<file path="src/rtl/clkgate_pkg.sv">
// Shared state encoding and default sizing for the multi-channel clock gater.
package clkgate_pkg;

  localparam int DEF_NCH    = 4;
  localparam int DEF_HOLD_W = 4;
  localparam int DEF_HOLD   = 8;

  typedef enum logic [1:0] {
    ST_OFF  = 2'd0,
    ST_ON   = 2'd1,
    ST_HOLD = 2'd2
  } state_e;

endpackage

</file>
<file path="src/rtl/clkgate_cell.sv">
// One glitch-free gate: latch transparent while the clock is low, ANDed with the clock.
module clkgate_cell (
  input  logic i_ck,
  input  logic i_en,
  input  logic i_te,
  output logic o_gck
);

  logic r_lat;

  // Closed during the high phase, so enable changes can never chop a pulse.
  always_latch begin
    if (!i_ck) r_lat <= i_en | i_te;
  end

  assign o_gck = i_ck & r_lat;

endmodule

</file>
<file path="src/rtl/multi_clkgate.sv">
// multi_clkgate: NCH independently gated copies of CK, each held open HOLD extra cycles.
// The TE test-enable port exists only when CLKGATE_TE_EN is defined.
module multi_clkgate
  import clkgate_pkg::*;
#(
  parameter int NCH    = DEF_NCH,
  parameter int HOLD_W = DEF_HOLD_W,
  parameter int HOLD   = DEF_HOLD
) (
  input  logic             CK,
  input  logic             RST,
  input  logic [NCH-1:0]   E,
`ifdef CLKGATE_TE_EN
  input  logic             TE,
`endif
  output logic [NCH-1:0]   GCK,
  output logic [NCH-1:0]   ACK,
  output logic             ALL_IDLE,
  output logic [2*NCH-1:0] DBG_STATE
);

  localparam logic [HOLD_W-1:0] HOLD_LOAD = (HOLD > 0) ? HOLD_W'(HOLD - 1) : '0;

  if (NCH < 1 || NCH > 32 || HOLD < 0 || HOLD > (2**HOLD_W) - 1) begin : g_bad_cfg
    $error("multi_clkgate: illegal NCH/HOLD/HOLD_W combination");
  end

  state_e            r_state     [NCH];
  logic [HOLD_W-1:0] r_cnt       [NCH];
  state_e            w_nxt_state [NCH];
  logic [HOLD_W-1:0] w_nxt_cnt   [NCH];
  logic [NCH-1:0]    w_nxt_off;
  logic [NCH-1:0]    r_ack;
  logic              r_idle;
  logic              w_te;

  always_comb begin
    for (int i = 0; i < NCH; i++) begin
      w_nxt_state[i] = r_state[i];
      w_nxt_cnt[i]   = r_cnt[i];
      case (r_state[i])
        ST_OFF: begin
          if (E[i]) w_nxt_state[i] = ST_ON;
        end
        ST_ON: begin
          if (!E[i]) begin
            if (HOLD == 0) begin
              w_nxt_state[i] = ST_OFF;
            end else begin
              w_nxt_state[i] = ST_HOLD;
              w_nxt_cnt[i]   = HOLD_LOAD;
            end
          end
        end
        ST_HOLD: begin
          // A new request re-arms straight to ON; the remaining count is discarded.
          if (E[i])                    w_nxt_state[i] = ST_ON;
          else if (r_cnt[i] == '0)     w_nxt_state[i] = ST_OFF;
          else                         w_nxt_cnt[i]   = r_cnt[i] - HOLD_W'(1);
        end
        default: w_nxt_state[i] = ST_OFF;
      endcase
      w_nxt_off[i] = (w_nxt_state[i] == ST_OFF);
    end
  end

  always_ff @(posedge CK) begin
    if (RST) begin
      for (int i = 0; i < NCH; i++) begin
        r_state[i] <= ST_OFF;
        r_cnt[i]   <= '0;
      end
      r_ack  <= '0;
      r_idle <= 1'b1;
    end else begin
      for (int i = 0; i < NCH; i++) begin
        r_state[i] <= w_nxt_state[i];
        r_cnt[i]   <= w_nxt_cnt[i];
      end
      r_ack  <= ~w_nxt_off;
      r_idle <= &w_nxt_off;
    end
  end

`ifdef CLKGATE_TE_EN
  assign w_te = TE;
`else
  assign w_te = 1'b0;
`endif

  for (genvar g = 0; g < NCH; g++) begin : g_cell
    clkgate_cell u_cell (
      .i_ck (CK),
      .i_en (r_ack[g]),
      .i_te (w_te),
      .o_gck(GCK[g])
    );
  end

  always_comb begin
    DBG_STATE = '0;
    for (int i = 0; i < NCH; i++) DBG_STATE[2*i +: 2] = r_state[i];
  end

  assign ACK      = r_ack;
  assign ALL_IDLE = r_idle;

endmodule

</file>
<file path="config.mk">
export PLATFORM = sky130hd
export DESIGN_NAME = multi_clkgate
export DESIGN_NICKNAME = d
export VERILOG_FILES = /design/src/rtl/clkgate_pkg.sv /design/src/rtl/clkgate_cell.sv /design/src/rtl/multi_clkgate.sv
export SDC_FILE = /design/constraint.sdc
export NUM_CORES = 1
export LEC_CHECK = 0
export ABC_AREA = 1
export ABC_CLOCK_PERIOD_IN_PS = 1800
export BUFFER_PORTS_ARGS = -buffer_cell sky130_fd_sc_hd__buf_2
export CAP_MARGIN = 10
export CORE_ASPECT_RATIO = 0.75
export CORE_UTILIZATION = 45
export DETAILED_ROUTE_END_ITERATION = 10
export PLACE_DENSITY = 0.73
export SYNTH_ARGS = -nofsm -noshare
export SYNTH_HDL_FRONTEND = slang
export SYNTH_SLANG_ARGS = --single-unit
</file>
<file path="constraint.sdc">
create_clock -name CK -period 1.8 [get_ports CK]
set_input_delay 0.09 -clock CK [delete_from_list [all_inputs] [get_ports CK]]
set_output_delay 0.09 -clock CK [all_outputs]
set_load 0.05 [all_outputs]
</file>
### Word-level counts from Yosys, hierarchy flattened

Memory sizes are Yosys's and may differ from the RTL's.
Index checks and enable logic that the tools add are counted.

| cells by class | value |
|---|---|
| equal/unequal tests | 8 |
| reduce and logical (&&, ||, !) cells | 13 |
| add/subtract/negate cells | 4 |
| muxes and demuxes | 51 |
| bitwise operators | 13 |

Operator list:

| cell | count |
|---|---|
| two-way mux 4 bit | 16 |
| two-way mux 2 bit | 20 |
| case mux 4 bit (2 select lines) | 4 |
| case mux 2 bit (3 select lines) | 4 |
| zero test 2 bit | 8 |
| zero test 4 bit | 4 |
| subtractor 4 x 1 -> 4 bit (second input constant) | 4 |
| equality test 2 x 1 -> 1 bit (second input constant) | 4 |
| equality test 2 bit (second input constant) | 4 |
| bitwise OR 1 bit | 8 |
| two-way mux 1 bit | 7 |
| AND 1 bit | 4 |
| inverter 4 bit | 1 |
| AND reduction 4 bit | 1 |

| word-level totals | value |
|---|---|
| output and inout port bits | 17 |
| latch bits | 4 |
| memory bits (writable) | 24 |
| bits of input ports | 6 |
| register bits after elaboration | 5 |
| logic and storage cells | 97 |
| memories kept | 2 |

Memory list:

| memory | depth | bits a word | read ports | clocked after Yosys merged registers in | write ports | line | source |
|---|---|---|---|---|---|---|---|
| r_cnt | 4 | 4 | 4 | 0 | 4 | multi_clkgate.sv:29 | `logic [HOLD_W-1:0] r_cnt [NCH];` |
| r_state | 4 | 2 | 4 | 0 | 4 | multi_clkgate.sv:28 | `state_e r_state [NCH];` |

### Longest topological paths before layout

An unclocked memory read counts as a cell.

| depth | value |
|---|---|
| depth after elaboration | 7 |
| gate-level depth with buffers | 10 |
| depth with buffers taken out | 10 |

### Cells and area by module

Synthesis repeated with hierarchy kept, for this count alone.

| unflattened totals | value |
|---|---|
| cell total of the unflattened synthesis | 230 |
| area, all modules | 1592.8 sq um |

By module, submodules not included:

| module | seq. area each (sq um) | instances | area an instance (sq um) | cells each |
|---|---|---|---|---|
| multi_clkgate | 580.6 | 1 | 1457.6 | 206 |
| clkgate_cell | 0.0 | 4 | 33.8 | 6 |

==> impl_metrics.csv <==
group,metric,value,unit
run_status,status,"complete, but fails checks",
run_status,violations,"negative setup slack",
synthesis,synth_area,1550,um2
synthesis,syn-num-nets,227,
placed_design,dp.cells,269,
synthesis,muxShareOfSynthArea,0,%
pwr,p_per_area,1192,nW/um2
placed_design,hpwl,1924,um
synthesis,synth_cells,217,
drt,wire_per_inst,9.957,um
setup_path,crit_slowest_cell,"dlxtn_1",
layout,fin_area,1839,um2
setup_path,cp_data_arrival_time,1.95,ns
synthesis,post_synth_fa_ha_maj_area_fraction,3.228,%
setup_path,cpPeakStageDelay,0.39,ns
setup_path,crit_path_max_fanout,1,
synthesis,yosysTopAreaCellShare,37.45,%
pwr,total_power,0.002192,W
drt,dr.pass1.iters,4,
setup_path,crit_family,"latches",
layout,fin_cells,282,
synthesis,synth_top_family_by_area,"simple AND/OR/NAND/NOR gates",
layout,final_common_cell,"nand2_1",
synthesis,yosysWarnings,0,
floorplan,die-area,3686,um2
cts,path_clk_slew,0.07,ns
placed_design,placed_cell_area,1638,um2
setup_path,critPathCaptureType,"output port",
drt,routed_wl,2808,um
floorplan,initial_core_util,47.15,%
drt,vias_per_cell,4.631,
synthesis,synth_top_cell_by_area,"dfxtp_1",
sta,maxSlewViolCount,0,
pwr,ir_worst_vdd,0.0007622,V
synthesis,synth_compound_area_share,7.587,%
sta,slew_headroom,78.69,%
sta,setup_tns,-0.9488,ns
sta,fin_skew,0.008661,ns
pwr,leakagePower,0.9374,nW
sta,tightest_slew,0.3196,ns
layout,layout-drive-gt1-share,23.55,%
cts,holdBufCountCts,0,
synthesis,syn_area_per_cell,7.144,um2
grt,grt_pass1_vias,1185,
drt,ant_nets,0,
synthesis,synth_seq_cells,33,
placed_design,place.gp.congestion,0.7884,
floorplan,die_w,69.78,um
setup_path,crit_chain,"nand2_1 > inv_1 > buf_6",
cts,clkLatencyLatePin,0.39,ns
floorplan,rows,18,
layout,antenna_cells,0,
drt,drcViolationCount,0,
grt,antenna_found_initial,0,
synthesis,synth_cell_types,23,
synthesis,synth_xor_area_share,0.5650,%
floorplan,core_area,3288,um2
grt,grt_overflow,0,
min_path,hp-class,"in2reg",
sta,rsz0062_at_grt,"true",
layout,area_growth,18.64,%
sta,hold_viol,0,
sta,setup_slack,-0.2445,ns
floorplan,fp.dieH,52.83,um
grt,grt_start_max_net_pins,18,
synthesis,yosys.area_share.simple,32.04,%
cts,cts_tree,"done",
setup_path,cp_num_buf_inv,2,
grt,grt.total_usage,18.47,%
layout,final_nets,250,
floorplan,num_io_pins,23,
sta,setup_viol,8,
drt,drt_iter0_drc,65,
synthesis,synth_area_leaders,"dfxtp_1, nand2_1, inv_1, buf_4, nor2_1",
run,drv_cap,0,
placed_design,port_buffers,22,
setup_path,critPathKind,"latch2out",
setup_path,required,1.71,ns
drt,num_vias,1306,
setup_path,critPathLaunchType,"latch",
grt,grt_pass1_wl,4802,um
layout,final_cell_mix,"nand2_1, inv_1, dfxtp_1",
## flip-flops by register name, indices dropped and copies added, names as in the netlist
register             flops
ACK                      4
ALL_IDLE                 1
g_cell.u_cell.r_lat      4
r_state                  8
r_cnt                   16
## cell type report
cell class / instances / area (um2)
multi-input cells: 131 / 673.1
flip-flops and latches: 33 / 641.9
clock buffers: 16 / 190.2
clock inverters: 5 / 45.04
repair buffers: 18 / 90.09
inverters: 39 / 148.9
fillers: 314 / 1449
well taps: 40 / 50.05
## layer usage
| layer | vias up | global-route usage [%] | wire length [um] |
|---|---|---|---|
| met4 | 0 | 15.33 | 71 |
| li1 | 700 | - | - |
| met1 | 557 | 19.81 | 1368 |
| met3 | 10 | 11.92 | 238 |
| met2 | 39 | 25.48 | 1129 |
| met5 | - | 0 | 0 |
## kinds of logic after synthesis
logic type | after synthesis
AND/OR/NAND/NOR | 103
AO/OA/AOI/OAI | 23
buffers and inverters | 53
latches | 4
XOR/XNOR | 1
flip-flops | 29
adder cells (fa/ha/maj) | 4
## cells in the mapped netlist
master,n
nand2_2,9
inv_1,38
nor3_1,4
nor2_1,18
o21bai_1,1
buf_2,1
nand3b_1,2
o21ai_1,3
ha_1,4
inv_4,1
dlxtn_1,4
nand3_1,12
xor2_1,1
o21ai_0,8
nor2_2,3
nand2_1,46
nand4_1,3
buf_4,9
inv_2,4
nand2_4,3
dfxtp_1,29
nor2_4,3
a21oi_1,11
## stage by stage
step                      utilization, %  hold slack [ns]  worst slack, ns
after floorplan                        -           0.1591           0.1798
after global placement             49.81           0.3872           0.1205
after detailed placement           49.81           0.3864           0.1176
after CTS                          55.90          0.01248          -0.2584
after global routing               55.94          0.02493          -0.2816
final                              55.94          0.01699          -0.2445
## timing repair
action / in CTS / in global routing
endpoints found under the setup margin: 8 / 8
pin swaps: 3 / 0
gates resized for setup: 8 / 1
buffers inserted: 0 / 0
## final timing paths
| kind | startpoint | endpoint | slack, ns | depth (start not counted) |
|---|---|---|---|---|
| min | E[2] | r_state[2][0] | 0.02 | 3 |
| min reg2reg | ACK[3] | g_cell[3].u_cell.r_lat | 0.40 | 0 |
| max | g_cell[2].u_cell.r_lat | GCK[2] | -0.24 | 3 |
| max reg2reg | r_cnt[0][0] | r_cnt[0][2] | 0.55 | 8 |
## power breakdown
part           leakage (nW)  internal (W)  switching [W]
sequential            0.271      0.000745      0.0000256
clock                 0.154      0.000716       0.000474
combinational         0.513     0.0000698       0.000161
## tightest hold or removal path, delay by kind of cell
kind                   cells  cell delay (ns)
and+or+nand+nor            1             0.08
buffers and inverters      1             0.10
AOI/OAI and AO/OA          1             0.10
No activity file was read; power rests on OpenSTA's default activity.
